[src/rtl/pc_fetch_ctrl_if.sv]
// Fetch-side bus bundle: instruction-memory request/response channel and
// the single-entry decode slot handed to the decode stage.
interface pc_fetch_ctrl_if;
   logic        imem_req_valid;
   logic [31:0] imem_req_addr;
   logic        imem_req_ready;
   logic        imem_rsp_valid;
   logic [31:0] imem_rsp_data;
   logic        if_valid;
   logic [31:0] if_instr;
   logic [31:0] if_pc;
   logic        if_ready;

   // Fetch controller side.
   modport master (
      output imem_req_valid, imem_req_addr,
      input  imem_req_ready, imem_rsp_valid, imem_rsp_data,
      output if_valid, if_instr, if_pc,
      input  if_ready
   );

   // Memory / decode side.
   modport slave (
      input  imem_req_valid, imem_req_addr,
      output imem_req_ready, imem_rsp_valid, imem_rsp_data,
      input  if_valid, if_instr, if_pc,
      output if_ready
   );
endinterface

[src/rtl/pc_fetch_ctrl.sv]
// RV32I fetch controller: owns the fetch PC, issues one outstanding
// instruction-memory request at a time, and parks the returned word in a
// single-entry decode slot. Redirects from execute flush the slot and steer
// fetch; a misaligned redirect target halts fetch until reset.
module pc_fetch_ctrl #(
   parameter logic [31:0] RESET_PC  = 32'h0000_0000,
   parameter logic [31:0] NOP_INSTR = 32'h0000_0013
) (
   input  logic        clk,
   input  logic        rst,
   output logic [31:0] pc,
   input  logic [31:0] pc_plus4,
   input  logic [31:0] add_extend,
   input  logic [31:0] jalr_target,
   input  logic        redirect_valid,
   input  logic [1:0]  redirect_sel,
   input  logic        stall,
   output logic        misalign_exc,
   pc_fetch_ctrl_if.master bus
);

   typedef enum logic [2:0] {
      IDLE = 3'd0,
      REQ  = 3'd1,
      WAIT = 3'd2,
      DROP = 3'd3,
      HALT = 3'd4
   } state_t;

   state_t      state_reg;
   logic [31:0] pc_reg;
   logic [31:0] req_pc_reg;
   logic        req_valid_reg;
   logic        if_valid_reg;
   logic [31:0] if_instr_reg;
   logic [31:0] if_pc_reg;
   logic        misalign_reg;

   logic        redirect_hit;
   logic [31:0] redirect_target;
   logic        target_misaligned;
   logic        slot_free;

   // Redirect decode: sel 00/11 are treated as no redirect at all.
   always_comb begin
      redirect_hit      = redirect_valid && ((redirect_sel == 2'b01) || (redirect_sel == 2'b10));
      redirect_target   = (redirect_sel == 2'b01) ? add_extend : (jalr_target & 32'hFFFF_FFFE);
      target_misaligned = redirect_target[1];
      slot_free         = !if_valid_reg || bus.if_ready;
   end

   assign pc                 = pc_reg;
   assign misalign_exc       = misalign_reg;
   assign bus.imem_req_valid = req_valid_reg;
   assign bus.imem_req_addr  = pc_reg;
   assign bus.if_valid       = if_valid_reg;
   assign bus.if_instr       = if_instr_reg;
   assign bus.if_pc          = if_pc_reg;

   // Fetch FSM with registered request and decode-slot outputs.
   always_ff @(posedge clk or posedge rst) begin
      if (rst) begin
         state_reg     <= IDLE;
         pc_reg        <= RESET_PC;
         req_pc_reg    <= 32'h0;
         req_valid_reg <= 1'b0;
         if_valid_reg  <= 1'b0;
         if_instr_reg  <= NOP_INSTR;
         if_pc_reg     <= 32'h0;
         misalign_reg  <= 1'b0;
      end else begin
         // Decode consumes the slot; a response loading this cycle overrides.
         if (if_valid_reg && bus.if_ready) begin
            if_valid_reg <= 1'b0;
            if_instr_reg <= NOP_INSTR;
         end

         case (state_reg)
            HALT: ;
            default: begin
               if (redirect_hit && target_misaligned) begin
                  // Bad target: keep pc, flush, and stop fetching for good.
                  misalign_reg  <= 1'b1;
                  if_valid_reg  <= 1'b0;
                  if_instr_reg  <= NOP_INSTR;
                  req_valid_reg <= 1'b0;
                  state_reg     <= HALT;
               end else if (redirect_hit) begin
                  pc_reg <= redirect_target;
                  if (state_reg != DROP) begin
                     if_valid_reg <= 1'b0;
                     if_instr_reg <= NOP_INSTR;
                  end
                  case (state_reg)
                     REQ: begin
                        // An accepted request is now wrong-path and its
                        // response must be swallowed in DROP.
                        req_valid_reg <= 1'b0;
                        state_reg     <= bus.imem_req_ready ? DROP : IDLE;
                     end
                     WAIT:    state_reg <= bus.imem_rsp_valid ? IDLE : DROP;
                     DROP:    if (bus.imem_rsp_valid) state_reg <= IDLE;
                     default: ;
                  endcase
               end else begin
                  case (state_reg)
                     IDLE: begin
                        if (!stall && slot_free) begin
                           req_valid_reg <= 1'b1;
                           state_reg     <= REQ;
                        end
                     end
                     REQ: begin
                        // Held until accepted regardless of stall.
                        if (bus.imem_req_ready) begin
                           req_pc_reg    <= pc_reg;
                           pc_reg        <= pc_plus4;
                           req_valid_reg <= 1'b0;
                           state_reg     <= WAIT;
                        end
                     end
                     WAIT: begin
                        if (bus.imem_rsp_valid) begin
                           if_instr_reg <= bus.imem_rsp_data;
                           if_pc_reg    <= req_pc_reg;
                           if_valid_reg <= 1'b1;
                           state_reg    <= IDLE;
                        end
                     end
                     DROP:    if (bus.imem_rsp_valid) state_reg <= IDLE;
                     default: ;
                  endcase
               end
            end
         endcase
      end
   end

endmodule

[src/flat_wrapper.sv]
// flat-port wrapper written by rule: the top's interface ports become plain ports
module pc_fetch_ctrl_flat 
#(
   parameter logic [31:0] RESET_PC  = 32'h0000_0000,
   parameter logic [31:0] NOP_INSTR = 32'h0000_0013
)
  (clk, rst, pc, pc_plus4, add_extend, jalr_target, redirect_valid, redirect_sel, stall, misalign_exc, bus_imem_req_valid, bus_imem_req_addr, bus_imem_req_ready, bus_imem_rsp_valid, bus_imem_rsp_data, bus_if_valid, bus_if_instr, bus_if_pc, bus_if_ready);
  pc_fetch_ctrl_if bus_i ();
  input  logic clk;
  input  logic rst;
  output logic [31:0] pc;
  input  logic [31:0] pc_plus4;
  input  logic [31:0] add_extend;
  input  logic [31:0] jalr_target;
  input  logic redirect_valid;
  input  logic [1:0] redirect_sel;
  input  logic stall;
  output logic misalign_exc;
  output wire logic [$bits(bus_i.imem_req_valid)-1:0] bus_imem_req_valid;
  output wire logic [$bits(bus_i.imem_req_addr)-1:0] bus_imem_req_addr;
  input wire logic [$bits(bus_i.imem_req_ready)-1:0] bus_imem_req_ready;
  input wire logic [$bits(bus_i.imem_rsp_valid)-1:0] bus_imem_rsp_valid;
  input wire logic [$bits(bus_i.imem_rsp_data)-1:0] bus_imem_rsp_data;
  output wire logic [$bits(bus_i.if_valid)-1:0] bus_if_valid;
  output wire logic [$bits(bus_i.if_instr)-1:0] bus_if_instr;
  output wire logic [$bits(bus_i.if_pc)-1:0] bus_if_pc;
  input wire logic [$bits(bus_i.if_ready)-1:0] bus_if_ready;
  assign bus_imem_req_valid = bus_i.imem_req_valid;
  assign bus_imem_req_addr = bus_i.imem_req_addr;
  assign bus_i.imem_req_ready = bus_imem_req_ready;
  assign bus_i.imem_rsp_valid = bus_imem_rsp_valid;
  assign bus_i.imem_rsp_data = bus_imem_rsp_data;
  assign bus_if_valid = bus_i.if_valid;
  assign bus_if_instr = bus_i.if_instr;
  assign bus_if_pc = bus_i.if_pc;
  assign bus_i.if_ready = bus_if_ready;
  pc_fetch_ctrl #(.RESET_PC(RESET_PC), .NOP_INSTR(NOP_INSTR)) u_core (.clk(clk), .rst(rst), .pc(pc), .pc_plus4(pc_plus4), .add_extend(add_extend), .jalr_target(jalr_target), .redirect_valid(redirect_valid), .redirect_sel(redirect_sel), .stall(stall), .misalign_exc(misalign_exc), .bus(bus_i));
endmodule
[config.mk]
export PLATFORM = sky130hd
export DESIGN_NAME = pc_fetch_ctrl_flat
export DESIGN_NICKNAME = d
export VERILOG_FILES = /design/src/rtl/pc_fetch_ctrl_if.sv /design/src/rtl/pc_fetch_ctrl.sv /design/src/flat_wrapper.sv
export SDC_FILE = /design/constraint.sdc
export NUM_CORES = 1
export LEC_CHECK = 0
export CAP_MARGIN = 5
export CORE_AREA = 2 2 125 127
export CTS_BUF_LIST = sky130_fd_sc_hd__clkbuf_4 sky130_fd_sc_hd__clkbuf_8 sky130_fd_sc_hd__clkbuf_16
export CTS_CLUSTER_DIAMETER = 30
export DETAILED_ROUTE_END_ITERATION = 6
export DIE_AREA = 0 0 127 129
export PLACE_DENSITY = 0.8
export SYNTH_ARGS = -nofsm -noshare
export SYNTH_HDL_FRONTEND = slang
export SYNTH_SLANG_ARGS = --single-unit
export TNS_END_PERCENT = 20
[constraint.sdc]
create_clock -name clk -period 5.1 [get_ports clk]
set_input_delay 1.02 -clock clk [delete_from_list [all_inputs] [get_ports clk]]
set_output_delay 1.02 -clock clk [all_outputs]
set_load 0.005 [all_outputs]
==> results of run 1 <==
through the flow:
step	instances	worst slack [ns]	area, um^2
after floorplan	639	0.502	6330
after global placement	1029	1.23	8870
after detailed placement	1029	1.17	8870
after CTS	1061	1.58	9500
after global routing	1061	1.47	9500
final	1061	1.60	9500
worst max-delay path, cell delays in order:
cell and delay [ns]:
clkdlybuf4s50_1 0.46, inv_1 0.04, ha_2 0.36, nor2b_4 0.08, or4_4 0.75, a41oi_4 0.77, o21ai_0 0.24
layout make-up:
| cell class | count | area (um^2) |
|---|---|---|
| multi-input cells | 399 | 2420 |
| well taps | 188 | 235 |
| fillers | 1245 | 5470 |
| inverters | 35 | 136 |
| clock buffers | 20 | 460 |
| flip-flops and latches | 134 | 3360 |
| repair buffers | 273 | 2720 |
| clock inverters | 12 | 175 |
layer usage:
| layer | track usage | vias up | wire (um) |
|---|---|---|---|
| met2 | 0.360 | 190 | 8410 |
| met3 | 0.0503 | 24 | 1090 |
| met1 | 0.243 | 2503 | 6770 |
| met5 | 0 | - | 0 |
| li1 | - | 2511 | - |
| met4 | 0.0743 | 0 | 270 |
cells in the final DEF, fill, tap and decap left out, types with 2 or more instances in the layout:
cell and count:
clkinv_2 3, a21oi_1 33, inv_1 34, inv_6 2, mux2_2 33, and2_1 2, nand2_1 161, clkinvlp_4 3
a31oi_1 2, dfstp_2 3, clkbuf_16 17, o21ai_0 34, nor3_1 2, clkbuf_8 2, buf_4 7, o32a_1 4
nor2b_1 2, nand2b_1 5, dfrtp_1 131, o221ai_1 2, nor2_1 35, mux2i_1 62, bufinv_16 4, clkdlybuf4s50_1 266
final timing paths:
kind / endpoint / depth (start not counted)
max in group asynchronous: u_core.req_pc_reg[31]$_DFFE_PP0P_ / 3
min reg2reg: u_core.bus.if_pc[29]$_DFFE_PP0P_ / 2
max reg2reg: u_core.bus.if_instr[10]$_DFF_PP0_ / 3
min: u_core.bus.if_pc[29]$_DFFE_PP0P_ / 2
min in group asynchronous: u_core.bus.if_instr[26]$_DFF_PP0_ / 2
max: u_core.bus.if_instr[10]$_DFF_PP0_ / 7
logic make-up after synthesis:
| group | count (synthesis) | synth area share |
|---|---|---|
| flip-flops | 134 | 0.531 |
| AND/OR/NAND/NOR | 217 | 0.139 |
| adder cells (fa/ha/maj) | 2 | 0.00356 |
| AO/OA/AOI/OAI | 85 | 0.0799 |
| buffers and inverters | 106 | 0.0898 |
| multiplexers | 95 | 0.157 |
power groups by stage:
stage / Clock (uW) / Combinational (uW) / Sequential, uW
2_1_floorplan: 0 / 732 / 1640
3_3_place_gp: 0 / 1400 / 1680
3_5_place_dp: 0 / 1430 / 1690
4_1_cts: 1330 / 1450 / 1680
5_1_grt: 1380 / 1550 / 1730
6_report: 1300 / 1420 / 1680
==> flow_summary.ini, run 1 <==
[global_routing]
overflow = 0
grt_pass1_wl_mm = 26.2
antenna_found_initial = 0
grt_pass1_vias = 5205
grt_max_degree = 57
grtUsageTotal = 0.204

[synthesis]
synth_area_um2 = 6330
syn_area_per_cell_um2 = 9.90
ys_types = 42
synth_seq_cells = 134
synth_flop_cell = dfrtp_1
synth_warnings = 0
post_synth_inst_count = 639
syn-num-nets = 777
ys_top_cells_by_count = nand2_1, dfrtp_1, mux2i_1, nor2_1
yosys.area.top_type_share = 0.518
synthTopCellsByArea = dfrtp_1, mux2i_1, nand2_1
ys_async_sr_fraction = 1.00
synth_most_common_cell = nand2_1
synth_edf_count = 0
synth_top_area_cell = dfrtp_1
ys_seq_area_frac = 0.531

[die]
rows = 45
die-area_um2 = 16400
dieHeight_um = 129
io_pins = 268
die_w_um = 127
start_util = 0.422
fp.coreArea_um2 = 15000

[finish]
areaGrowthSynthToFinish_pct = 50.2
diodes = 0
final_util = 0.635
nets = 998
drive_gt1_frac = 0.0962

[setup_path]
reg2reg_slack_ns = 2.48
cp-end-kind = register
critPathArrivalTime_ns = 3.74
crit_path_start = redirect_sel[1]
rr_startpoint = u_core.state_reg[2]$_DFFE_PP0P_
cp.required_ns = 5.34
startpoint_type = input pin
worstPathMaxFanout = 37
critPathKind = input pin to register

[power]
pwr-share-comb = 0.323
p_clk_frac = 0.296
switchingPower_uw = 1230
total_leakage_power_uw = 0.00417
p_sw_frac = 0.280
pwr_density_cell_nw_per_um2 = 463
seq_power_share = 0.380
p_int_uw = 3170
power_uw = 4400
peakVddDrop_mv = 0.232

[detailed_routing]
drtAntennaViolNets = 0
drt_wl_total_mm = 16.5
drt_iter0_markers = 245
routedWlPerCell_um = 15.6
vias_per_cell = 4.93
firstDrtPassIters = 4
vias = 5228
drc = 0

[cts]
ctsHoldBuffers = 0
cts_root_buf = clkbuf_16
clk-insertion-delay-late_ns = 0.41
cts_tree = built
h-tree-depth = 4
ctsResizeCount = 0
cts_sinks = 134
numCtsBuffers = 17
clk_pin_slew_worst_paths_ns = 0.06
ctsLongestPathBuffers = 2
cts_setup_buffers = 0

[timing]
whs_ns = 0.465
slew_viol_final = 0
fin_crit_ns = 3.50
setup-tns-final_ns = 0
rsz0062_at_grt = no
max_clock_freq_mhz = 286
hold_viol = 0
period_share = 0.686
worstMarginPinSlew_ns = 1.04
slew_headroom = 0.305
setup_violations = 0
fin_skew_ns = 0.00754

[hold_path]
hp-start = u_core.req_pc_reg[29]$_DFFE_PP0P_
min_path_type = register to register

[run]
cap_violations = 0

[place]
io_buffers = 266
globalplace.congestion = 0.780
dp_hpwl_mm = 11.6

[status]
outcome = completed
Note: power is estimated with default switching activity, not from simulation.
==> run 2: changes to the inputs <==
- clock period: 5.1 -> 3.3 ns (I/O delays scaled with it)
==> flow_summary.ini, run 2 (synthesized netlist as in run 1, its figures left out) <==
[finish]
drive_gt1_frac = 0.102
diodes = 0
final_common_cell = clkdlybuf4s50_1
instances_no_fill = 1067
nets = 1005
layout_common_cells = clkdlybuf4s50_1, nand2_1, dfrtp_1, mux2i_1, nor2_1
areaGrowthSynthToFinish_pct = 51.1
fillers = 1229

[timing]
slew_headroom = 0.335
setup-tns-final_ns = 0
worstMarginPinSlew_ns = 0.996
period_share = 0.790
whs_ns = 0.458
fin_crit_ns = 2.61
max_clock_freq_mhz = 384
fin_skew_ns = 0.00589
hold_viol = 0
rsz0062_at_grt = no
slew_viol_final = 0
setup_violations = 0

[global_routing]
overflow = 0
top_usage_layer = met2
grt_use_met1 = 0.242
grt_pass1_wl_mm = 25.3
antenna_found_initial = 0
grtUsageTotal = 0.195
grt_pass1_vias = 5063
grt_max_degree = 86
gr-usage-met2 = 0.321
grt_use_met3 = 0.0499

[die]
rows = 45
die_w_um = 127
dieHeight_um = 129
start_util = 0.422
die-area_um2 = 16400
io_pins = 268
fp.coreArea_um2 = 15000

[setup_path]
reg2reg_slack_ns = 1.16
crit_buf_inv = 3
crit_path_start = redirect_sel[1]
crit_path_cell_trace = clkdlybuf4s50_1, inv_1, ha_2, nor2b_4, or4_4, a41oi_4, buf_4, o21ai_0
critPathKind = input pin to register
reg2regPathDepth = 4
critPathArrivalTime_ns = 2.87
cp_slowest_cell = or4_4
cp-end-kind = register
r2r-end = u_core.bus.if_instr[24]$_DFF_PP0_
path_delay_family = buffers and inverters
cp.required_ns = 3.57
rr_startpoint = u_core.state_reg[2]$_DFFE_PP0P_
startpoint_type = input pin
slowest_delay_ns = 0.62
worstPathMaxFanout = 32

[cts]
cts_setup_buffers = 0
ctsResizeCount = 0
clk_pin_slew_worst_paths_ns = 0.05
cts_tree = built
clk-insertion-delay-late_ns = 0.40
h-tree-depth = 4
numCtsBuffers = 17
cts_sinks = 134
cts_root_buf = clkbuf_16
ctsHoldBuffers = 0
ctsLongestPathBuffers = 2

[hold_path]
min_path_type = register to register
hp-start = u_core.req_pc_reg[17]$_DFFE_PP0P_
hold_depth = 2
min_to = u_core.bus.if_pc[17]$_DFFE_PP0P_

[power]
peakVddDrop_mv = 0.402
total_leakage_power_uw = 0.00419
pwr_density_cell_nw_per_um2 = 698

[place]
placed_cells = 1036
dp_hpwl_mm = 11.4
globalplace.congestion = 0.810
io_buffers = 266

[detailed_routing]
drt_wl_total_mm = 16.0
vias_per_cell = 4.85
drtAntennaViolNets = 0
routedWlPerCell_um = 15.0
drt_iter0_markers = 188
drc = 0
firstDrtPassIters = 4
vias = 5174

[run]
cap_violations = 0

[status]
outcome = completed
## run 2: through the flow
stage / setup slack [ns] / instance area, um^2 / power [uW] / utilization
CTS: 0.710 / 9560 / 6760 / 0.639
floorplan: 0.909 / 6330 / 3660 / -
global route: 0.613 / 9560 / 7090 / 0.639
global placement: 0.302 / 8970 / 4790 / 0.599
detailed placement: 0.259 / 8970 / 4860 / 0.599
finish: 0.693 / 9560 / 6670 / 0.639
## run 2: worst max path at each step
stage	to	slack [ns]	cells past startpoint
after floorplan	u_core.bus.if_instr[11]$_DFF_PP0_	0.91	9
after global placement	u_core.bus.if_instr[2]$_DFF_PP0_	0.30	8
after detailed placement	u_core.bus.if_instr[10]$_DFF_PP0_	0.26	8
after CTS	u_core.bus.if_instr[24]$_DFF_PP0_	0.71	8
after global routing	u_core.bus.if_instr[14]$_DFF_PP0_	0.61	8
final	u_core.bus.if_instr[24]$_DFF_PP0_	0.69	8
## run 2: layer usage
layer | share of wire | vias to the layer above
li1 | - | 2519
met1 | 0.42 | 2409
met2 | 0.49 | 212
met3 | 0.064 | 34
met4 | 0.032 | 0
met5 | 0 | -
## run 2: cell type report
type / instances / area, um^2 / share of cell area
tap: 188 / 235 / 0.0246
timing repair buffer: 280 / 2820 / 0.295
sequential: 134 / 3360 / 0.351
clock buffer: 23 / 495 / 0.0518
clock inverter: 8 / 97.6 / 0.0102
multi-input combinational: 399 / 2420 / 0.254
inverter: 35 / 135 / 0.0141
## run 2: power by group
group	total, uW	internal [uW]	switching (uW)	leakage, uW
Combinational	2230	1450	780	0.00217
Sequential	2590	2170	412	0.00173
Clock	1860	1200	661	0.000288
Total	6670	4820	1850	0.00419
## run 2: worst min-delay path, stage by stage, from the launching register on
cell     delay, ns
dfrtp_1       0.33
nand2_1       0.05
nand2_1       0.04
==> run 3: changes to the inputs <==
- CORE_AREA: 2 2 125 127 -> 2 2 131 133
- DIE_AREA: 0 0 127 129 -> 0 0 133 135
- PLACE_DENSITY: 0.8 -> 0.76
- clock period: 3.3 -> 2.11 ns (I/O delays scaled with it)
==> flow_summary.ini, run 3 (synthesized netlist as in run 1, its figures left out) <==
[detailed_routing]
drt_iter0_markers = 218
vias = 5256
drt_wl_total_mm = 16.7
drc = 0
drtAntennaViolNets = 0
firstDrtPassIters = 4
routedWlPerCell_um = 15.0
vias_per_cell = 4.70

[power]
switchingPower_uw = 2950
pwr-share-comb = 0.354
p_int_uw = 7800
p_sw_frac = 0.274
total_leakage_power_uw = 0.00434
peakVddDrop_mv = 0.594
seq_power_share = 0.378
power_uw = 10700
p_clk_frac = 0.269
pwr_density_cell_nw_per_um2 = 1090

[timing]
max_clock_freq_mhz = 484
period_share = 0.980
fin_crit_ns = 2.07
fin_skew_ns = 0.0165
hold_viol = 0
setup_violations = 0
setup-tns-final_ns = 0
postLayoutSetupSlackWorst_ns = 0.0422
rsz0062_at_grt = yes
worstMarginPinSlew_ns = 0.574
slew_headroom = 0.617
slew_viol_final = 0

[setup_path]
cp_slowest_cell = clkdlybuf4s50_1
crit_path_cell_trace = clkdlybuf4s50_1, inv_1, ha_4, nor2b_4, buf_4, o21ai_1, buf_4, a41oi_4, buf_6, buf_4, o32a_1
worstPathMaxFanout = 5
critPathKind = input pin to register
slowest_delay_ns = 0.45
cp-end-kind = register
critPathArrivalTime_ns = 2.40
crit_top_cell = buf_4
cp.required_ns = 2.44
startpoint_type = input pin

[global_routing]
antenna_found_initial = 0
overflow = 0
grtUsageTotal = 0.194
grt_pass1_wl_mm = 27.6
grt_pass1_vias = 5471
grt_max_degree = 85

[place]
globalplace.congestion = 0.813
io_buffers = 266
dp_hpwl_mm = 12.0
place_ws_ns = -0.471
placed_area_um2 = 9210

[die]
start_util = 0.386
die-area_um2 = 18000
die_w_um = 133
io_pins = 268
dieHeight_um = 135
fp.coreArea_um2 = 16400
rows = 47

[finish]
fin_area_um2 = 9870
fillers = 1425
nets = 1028
final_util = 0.602
drive_gt1_frac = 0.124
areaGrowthSynthToFinish_pct = 56.0
layout_common_cells = clkdlybuf4s50_1, nand2_1, dfrtp_1, mux2i_1, nor2_1
diodes = 0
final_common_cell = clkdlybuf4s50_1

[cts]
clk-insertion-delay-late_ns = 0.42
cts_sinks = 134
numCtsBuffers = 17
clk_pin_slew_worst_paths_ns = 0.05
cts_root_buf = clkbuf_16
ctsLongestPathBuffers = 2
cts_tree = built
h-tree-depth = 4

[hold_path]
min_path_type = input pin to asynchronous set/reset pin

[run]
cap_violations = 0

[status]
outcome = completed
==> run 3: cell count changes in the layout (fill, tap and decap cells not counted), moves of 2 or more <==
cell / previous run / this run
buf_4: 10 / 24
buf_12: 4 / 9
buf_6: 0 / 3
clkinvlp_4: 4 / 1
clkbuf_4: 2 / 0
clkbuf_8: 4 / 6
o21ai_0: 34 / 32
o21ai_1: 1 / 3
==> run 3: critical path: cells and delay by family <==
family,cells,cell delay (ns)
simple gates,1,0.05
fa+ha+maj,1,0.28
compound gates,3,0.56
buf+inv,6,1.08
==> run 3: final cells by class <==
class / instances / area, um^2 / area share
timing repair buffer: 303 / 3080 / 0.312
multi-input combinational: 399 / 2440 / 0.247
inverter: 35 / 135 / 0.0137
clock buffer: 23 / 508 / 0.0515
clock inverter: 4 / 70.1 / 0.00710
sequential: 134 / 3360 / 0.340
tap: 220 / 275 / 0.0279
==> run 3: final timing paths <==
kind,start,to,slack (ns),depth (start not counted)
min reg2reg,u_core.req_pc_reg[9]$_DFFE_PP0P_,u_core.bus.if_pc[9]$_DFFE_PP0P_,0.46,2
min in group clk,u_core.req_pc_reg[9]$_DFFE_PP0P_,u_core.bus.if_pc[9]$_DFFE_PP0P_,0.46,2
max reg2reg,u_core.state_reg[0]$_DFFE_PP0P_,u_core.state_reg[0]$_DFFE_PP0P_,0.18,4
min,rst,u_core.bus.if_instr[5]$_DFF_PP0_,0.46,3
max,redirect_sel[1],u_core.bus.if_instr[0]$_DFF_PP1_,0.04,11
max in group asynchronous,rst,u_core.state_reg[1]$_DFFE_PP0P_,1.22,3
==> run 3: per-stage QoR <==
step | hold WS (ns) | cells
6_report | 0.455 | 1118
3_5_place_dp | 0.448 | 1086
5_1_grt | 0.486 | 1118
3_3_place_gp | 0.442 | 1086
4_1_cts | 0.463 | 1118
2_1_floorplan | 0.435 | 639
==> run 3: what timing repair did <==
item / 4_1_cts / 5_1_grt
buffers inserted: 4 / 0
pin swaps: 2 / 1
gates cloned: 1 / 0
hold buffers: 0 / 0
setup endpoints to repair: 26 / 15
resized for setup: 5 / 4
==> run 3: power groups by stage <==
stage | sequential, uW | combinational (uW) | clock [uW]
floorplan | 3950 | 1770 | 0
CTS | 4070 | 3840 | 2960
global placement | 4080 | 3560 | 0
finish | 4060 | 3800 | 2890
global route | 4190 | 4140 | 3070
detailed placement | 4100 | 3620 | 0
==> run 3: layer usage <==
| layer | global-route usage | share of wire |
|---|---|---|
| met4 | 0.0579 | 0.015 |
| met2 | 0.341 | 0.51 |
| met1 | 0.231 | 0.42 |
| met5 | 0 | 0 |
| met3 | 0.0559 | 0.062 |
